File: config.mk
export PLATFORM = sky130hd
export DESIGN_NAME = tom_key_decoder
export DESIGN_NICKNAME = d
export VERILOG_FILES = /design/src/rtl/tom_key_decoder.sv
export SDC_FILE = /design/constraint.sdc
export NUM_CORES = 1
export LEC_CHECK = 0
export CORE_MARGIN = 2
export CORE_UTILIZATION = 39
export CTS_CLUSTER_SIZE = 14
export DETAILED_ROUTE_END_ITERATION = 8
export PLACE_DENSITY = 0.73
export SYNTH_ARGS = -nofsm -noshare
export SYNTH_HDL_FRONTEND = slang
export SYNTH_SLANG_ARGS = --single-unit
File: constraint.sdc
create_clock -name clk -period 1.7 [get_ports clk]
set_clock_uncertainty 0.2 [all_clocks]
set_input_delay 0.51 -clock clk [delete_from_list [all_inputs] [get_ports clk]]
set_output_delay 0.51 -clock clk [all_outputs]
set_load 0.02 [all_outputs]
File: src/rtl/tom_key_decoder.sv
// ---------------------------------------------------------------------------
// tom_key_decoder
//   Turns the PS/2 Set 2 scan-code byte stream into held-key movement flags
//   for Tom's control FSM. Parses make, break (F0) and extended (E0)
//   prefixes, tracks which keys are held, and resolves left/right conflicts
//   in favour of the most recently pressed direction.
//
//   Optional feature: define KEY_TIMEOUT_EN to force-release all held keys
//   after TIMEOUT_CYCLES cycles with no incoming byte. This recovers from
//   lost break codes. Without the macro, TIMEOUT_CYCLES is only range-checked.
//
// Ports
//   clk         in   1  system clock
//   rst         in   1  synchronous, active-high reset
//   rx_data     in   8  scan-code byte from the PS/2 receiver
//   rx_valid    in   1  one-cycle strobe qualifying rx_data
//   move_left   out  1  resolved left command
//   move_right  out  1  resolved right command
//   jump        out  1  up arrow or space held
//   crouch      out  1  down arrow held
//   keys_held   out  4  raw held flags {down, up/space, right, left}
//
// Handshake: rx_valid is a one-cycle strobe with no backpressure. Every byte
// presented with rx_valid=1 is consumed on that clock edge.
// ---------------------------------------------------------------------------
module tom_key_decoder #(
    parameter int TIMEOUT_CYCLES = 50_000_000
) (
    input  logic       clk,
    input  logic       rst,
    input  logic [7:0] rx_data,
    input  logic       rx_valid,
    output logic       move_left,
    output logic       move_right,
    output logic       jump,
    output logic       crouch,
    output logic [3:0] keys_held
);

    localparam logic [7:0] CODE_EXT   = 8'hE0;
    localparam logic [7:0] CODE_BRK   = 8'hF0;
    localparam logic [7:0] CODE_LEFT  = 8'h6B;
    localparam logic [7:0] CODE_RIGHT = 8'h74;
    localparam logic [7:0] CODE_UP    = 8'h75;
    localparam logic [7:0] CODE_DOWN  = 8'h72;
    localparam logic [7:0] CODE_SPACE = 8'h29;

    if (TIMEOUT_CYCLES < 1) begin : g_bad_timeout
        $error("TIMEOUT_CYCLES must be at least 1");
    end

    typedef enum logic [1:0] {
        IDLE    = 2'd0,
        EXT     = 2'd1,
        BRK     = 2'd2,
        EXT_BRK = 2'd3
    } state_t;

    state_t state;

    // Held flags. The two up sources are kept apart so releasing one does
    // not drop jump while the other is still down.
    logic left_h;
    logic right_h;
    logic up_ext_h;
    logic up_space_h;
    logic down_h;
    logic last_right;   // 0: left was the most recent press, 1: right
    logic any_held;
    logic timeout_hit;

    assign any_held = left_h | right_h | up_ext_h | up_space_h | down_h;

`ifdef KEY_TIMEOUT_EN
    localparam int CW = $clog2(TIMEOUT_CYCLES + 1);
    localparam logic [CW-1:0] T_MAX  = CW'(TIMEOUT_CYCLES);
    localparam logic [CW-1:0] T_LAST = CW'(TIMEOUT_CYCLES - 1);

    logic [CW-1:0] idle_cnt;

    always_ff @(posedge clk) begin
        if (rst) begin
            idle_cnt <= '0;
        end else if (rx_valid) begin
            idle_cnt <= '0;
        end else if (idle_cnt != T_MAX) begin
            idle_cnt <= idle_cnt + 1'b1;
        end
    end

    // The expiry edge is the one on which the count reaches TIMEOUT_CYCLES.
    // A byte arriving on that same edge takes priority.
    assign timeout_hit = !rx_valid && any_held && (idle_cnt >= T_LAST);
`else
    assign timeout_hit = 1'b0;
`endif

    // Parser FSM and held-key tracking.
    always_ff @(posedge clk) begin
        if (rst) begin
            state      <= IDLE;
            left_h     <= 1'b0;
            right_h    <= 1'b0;
            up_ext_h   <= 1'b0;
            up_space_h <= 1'b0;
            down_h     <= 1'b0;
            last_right <= 1'b0;
        end else if (timeout_hit) begin
            state      <= IDLE;
            left_h     <= 1'b0;
            right_h    <= 1'b0;
            up_ext_h   <= 1'b0;
            up_space_h <= 1'b0;
            down_h     <= 1'b0;
        end else if (rx_valid) begin
            case (state)
                IDLE: begin
                    if (rx_data == CODE_EXT) begin
                        state <= EXT;
                    end else if (rx_data == CODE_BRK) begin
                        state <= BRK;
                    end else if (rx_data == CODE_SPACE) begin
                        up_space_h <= 1'b1;
                    end
                end
                EXT: begin
                    state <= IDLE;
                    case (rx_data)
                        CODE_EXT:   state <= EXT;
                        CODE_BRK:   state <= EXT_BRK;
                        CODE_LEFT: begin
                            // Typematic repeats must not steal priority.
                            if (!left_h) last_right <= 1'b0;
                            left_h <= 1'b1;
                        end
                        CODE_RIGHT: begin
                            if (!right_h) last_right <= 1'b1;
                            right_h <= 1'b1;
                        end
                        CODE_UP:    up_ext_h <= 1'b1;
                        CODE_DOWN:  down_h   <= 1'b1;
                        default:    ;
                    endcase
                end
                BRK: begin
                    state <= IDLE;
                    case (rx_data)
                        CODE_EXT:   state <= EXT;
                        CODE_BRK:   state <= BRK;
                        CODE_SPACE: up_space_h <= 1'b0;
                        default:    ;
                    endcase
                end
                EXT_BRK: begin
                    state <= IDLE;
                    case (rx_data)
                        CODE_EXT:   state <= EXT_BRK;
                        CODE_BRK:   state <= EXT_BRK;
                        CODE_LEFT:  left_h   <= 1'b0;
                        CODE_RIGHT: right_h  <= 1'b0;
                        CODE_UP:    up_ext_h <= 1'b0;
                        CODE_DOWN:  down_h   <= 1'b0;
                        default:    ;
                    endcase
                end
                default: state <= IDLE;
            endcase
        end
    end

    // Registered outputs, one cycle behind the held flags.
    always_ff @(posedge clk) begin
        if (rst) begin
            move_left  <= 1'b0;
            move_right <= 1'b0;
            jump       <= 1'b0;
            crouch     <= 1'b0;
            keys_held  <= 4'b0000;
        end else begin
            move_left  <= left_h  & (~right_h | ~last_right);
            move_right <= right_h & (~left_h  |  last_right);
            jump       <= up_ext_h | up_space_h;
            crouch     <= down_h;
            keys_held  <= {down_h, up_ext_h | up_space_h, right_h, left_h};
        end
    end

endmodule

==> impl_results.md <==
- Outcome: finished with violations
- Failing checks: negative setup slack
- Final setup fails: 3
- Flop2flop setup slack: 160 ps
- Main combinational cell family by area after synthesis: simple AND/OR/NAND/NOR gates
- Fin crit share: 1.071
- Final #Nets: 109
- Hold_sp: down_h
- Area Overhead vs Synth: 54.95%
- Compound-cell area share of the yosys netlist: 0.1374
- Reg2reg end: right_h
- Filler Cell Count: 135
- Syn Inst Count: 65
- Die Area: 0.001923 mm^2
- Maximum clock path buffer count: 2
- Max-slew headroom: 0.8223
- Vias in the first global route: 580
- Required @ worst endpoint: 1690 ps
- Fin. max-slew vios: 0
- Yosys warnings: 0
- Worst setup EP type: register
- Finished Cell Area: 959.7 um^2
- Synthesized net count: 76
- Initial drt markers: 4
- Multi-input logic area: 359.1 um^2
- RR Startpoint: state[0]
- Final worst slack: -119.9 ps
- Comb pwr share: 0.128
- Top_reg_cell synth: dfxtp_1
- Commonest non-fill, non-tap cell in the layout: dfxtp_1
- CP startpoint: rx_data[1]
- P_leak: 0.4591 nW
- Peak Freq: 0.5495 GHz
- IO Pins: 19
- Number of synthesized flops with an enable pin: 0
- Global-route wire length before repair: 2380 um
- Clk slew on worst S/H paths: 80 ps
- 1st-pass router iterations: 4
- Placement Setup Slack: -685.6 ps
- Die W: 43.85 um
- Post-synthesis simple-gate area fraction: 0.2909
- Core Rows: 14
- Unique masters post-synth: 27
- DR vias: 593
- CTS root buffer: clkbuf_4
- Starting Density: 0.4160
- Largest net degree at the start of global routing: 8
- Worst R2R Path Depth: 4
- Setup TNS: -211.4 ps
- Antenna violations before repair: 0
- CTS tree: done
- Total global-route track usage: 0.1684
- Max VDD drop: 0.3880 mV
- Register area: 280.3 um^2
- Antenna diode count: 0
- Fin util: 0.6445
- Clk_lat worst skew: 270 ps
- Yosys reg bits: 14
- H-tree levels: 1
- Xor/xnor share of the synthesized area: 0
- Switching Share: 0.2220
- Reg power frac: 0.566
- Via density: 5.295
- Critical path class: input pin to register
- Port buffer count: 18
- Period minus WS final: 1820 ps
- Adder-Cell Fraction of Synth Area: 0
- Worst EP arrival: 1810 ps
- Gpl congestion: 0.8229
- Sequential-to-total area share from yosys stat: 0.4525
- Post-synthesis mux area share: 0.06465
- Die height: 43.85 um
- Cell Area, Placed: 887.1 um^2
- RSZ-0062 raised after global routing: yes
- Detailed Route WL: 1451 um
- Hold Fails Final Rpt: 0
- Avg Inst Size Synth: 9.528 um^2
- # DRC: 0
- Setup crit start kind: input pin
- Worst Path Max Fanout: 2
- Core region area: 0.001489 mm^2
- Layout cells sized above 1: 0.3125
- Type of the tightest min-delay check: register to register
- Most frequent cells in the layout: dfxtp_1 (14), dlygate4sd2_1 (12), buf_4 (11), nor2_1 (7), nor2b_1 (5)
- P per Cell Area: 607.7 mW/mm^2
- DR WL/cell: 12.96 um
- Post-Syn Area: 619.3 um^2
- Worst hold path depth: 1
- DP HPWL: 1104 um
- Worst Hold End: keys_held[3]
- Worst-Margin Slew: 265.2 ps
- Max_cap viols: 0
- # clock sinks: 14
- Total power: 583.2 uW
- Inserted Clock Buffers: 3
- Global route total overflow: 0
- Net Switching: 129.5 uW
- Int Power: 453.7 uW
- FFs w/ async S/R, synth: 0
- Clock share of power: 0.306
- Post-route ant nets: 0
-- how the worst max path moves through the flow --
stage                       endpoint  slack, ps
after floorplan           last_right       -150
after global placement    last_right       -650
final                        right_h       -120
after global routing         right_h       -130
after CTS                 last_right       -150
after detailed placement    up_ext_h       -690
-- power groups by stage --
| stage | registers, mW | logic [mW] | clock network, mW |
|---|---|---|---|
| CTS | 0.330 | 0.0711 | 0.186 |
| global placement | 0.337 | 0.0662 | 0 |
| floorplan | 0.337 | 0.0171 | 0 |
| global route | 0.330 | 0.0809 | 0.198 |
| detailed placement | 0.337 | 0.0682 | 0 |
| finish | 0.330 | 0.0749 | 0.178 |
-- final cells by class --
cell class,count,area share
sequential,14,0.2920
clock buffer,3,0.02347
tap,16,0.02086
inverter,4,0.01565
timing repair buffer,31,0.2738
multi-input combinational,44,0.3742
-- routing by layer --
| metal | track usage | vias to the layer above | part of all wire |
|---|---|---|---|
| li1 | - | 295 | - |
| met1 | 0.1897 | 284 | 0.44 |
| met2 | 0.3000 | 14 | 0.52 |
| met3 | 0.06250 | 0 | 0.039 |
| met4 | 0.03636 | 0 | 0 |
| met5 | 0 | - | 0 |
-- repair_timing --
| item | 4_1_cts | 5_1_grt |
|---|---|---|
| setup endpoints to repair | 16 | 4 |
| setup buffers | 3 | 0 |
| gates resized for setup | 38 | 4 |
| pin swaps | 5 | 3 |
| hold buffers | 0 | 0 |
| cloned | 0 | 0 |
-- kinds of logic (layout without fill, tap and decap cells) --
family,Yosys count,after routing
buf+inv,7,38
flops,14,14
mux,4,4
simple gates,30,30
compound gates,10,10
-- cells in the mapped netlist, types with 2 or more instances --
| cell | n | area share |
|---|---|---|
| buf_4 | 2 | 0.024 |
| nor2b_1 | 5 | 0.051 |
| a21boi_0 | 2 | 0.024 |
| inv_1 | 4 | 0.024 |
| o21ai_0 | 2 | 0.016 |
| nand4_1 | 3 | 0.030 |
| nand2_1 | 4 | 0.024 |
| nor3_1 | 2 | 0.016 |
| dfxtp_1 | 14 | 0.45 |
| nor2_1 | 7 | 0.042 |
| mux2i_1 | 4 | 0.065 |
-- through the flow --
stage / cells / hold WS, ps
floorplan: 65 / 234.2
CTS: 112 / 280.2
global route: 112 / 287.3
global placement: 106 / 255.6
finish: 112 / 274.2
detailed placement: 106 / 263.8
-- worst max-delay path, stage by stage --
cell     delay (ps)
buf_6            90
or4b_4          520
or3_4           390
buf_6           130
o31ai_2         170
-- state kept, by name (all words and copies together) (netlist names) --
register / flops
keys_held: 4
state: 2
down_h: 1
last_right: 1
left_h: 1
move_left: 1
move_right: 1
right_h: 1
up_ext_h: 1
up_space_h: 1
(Power assumes the default switching activity.)
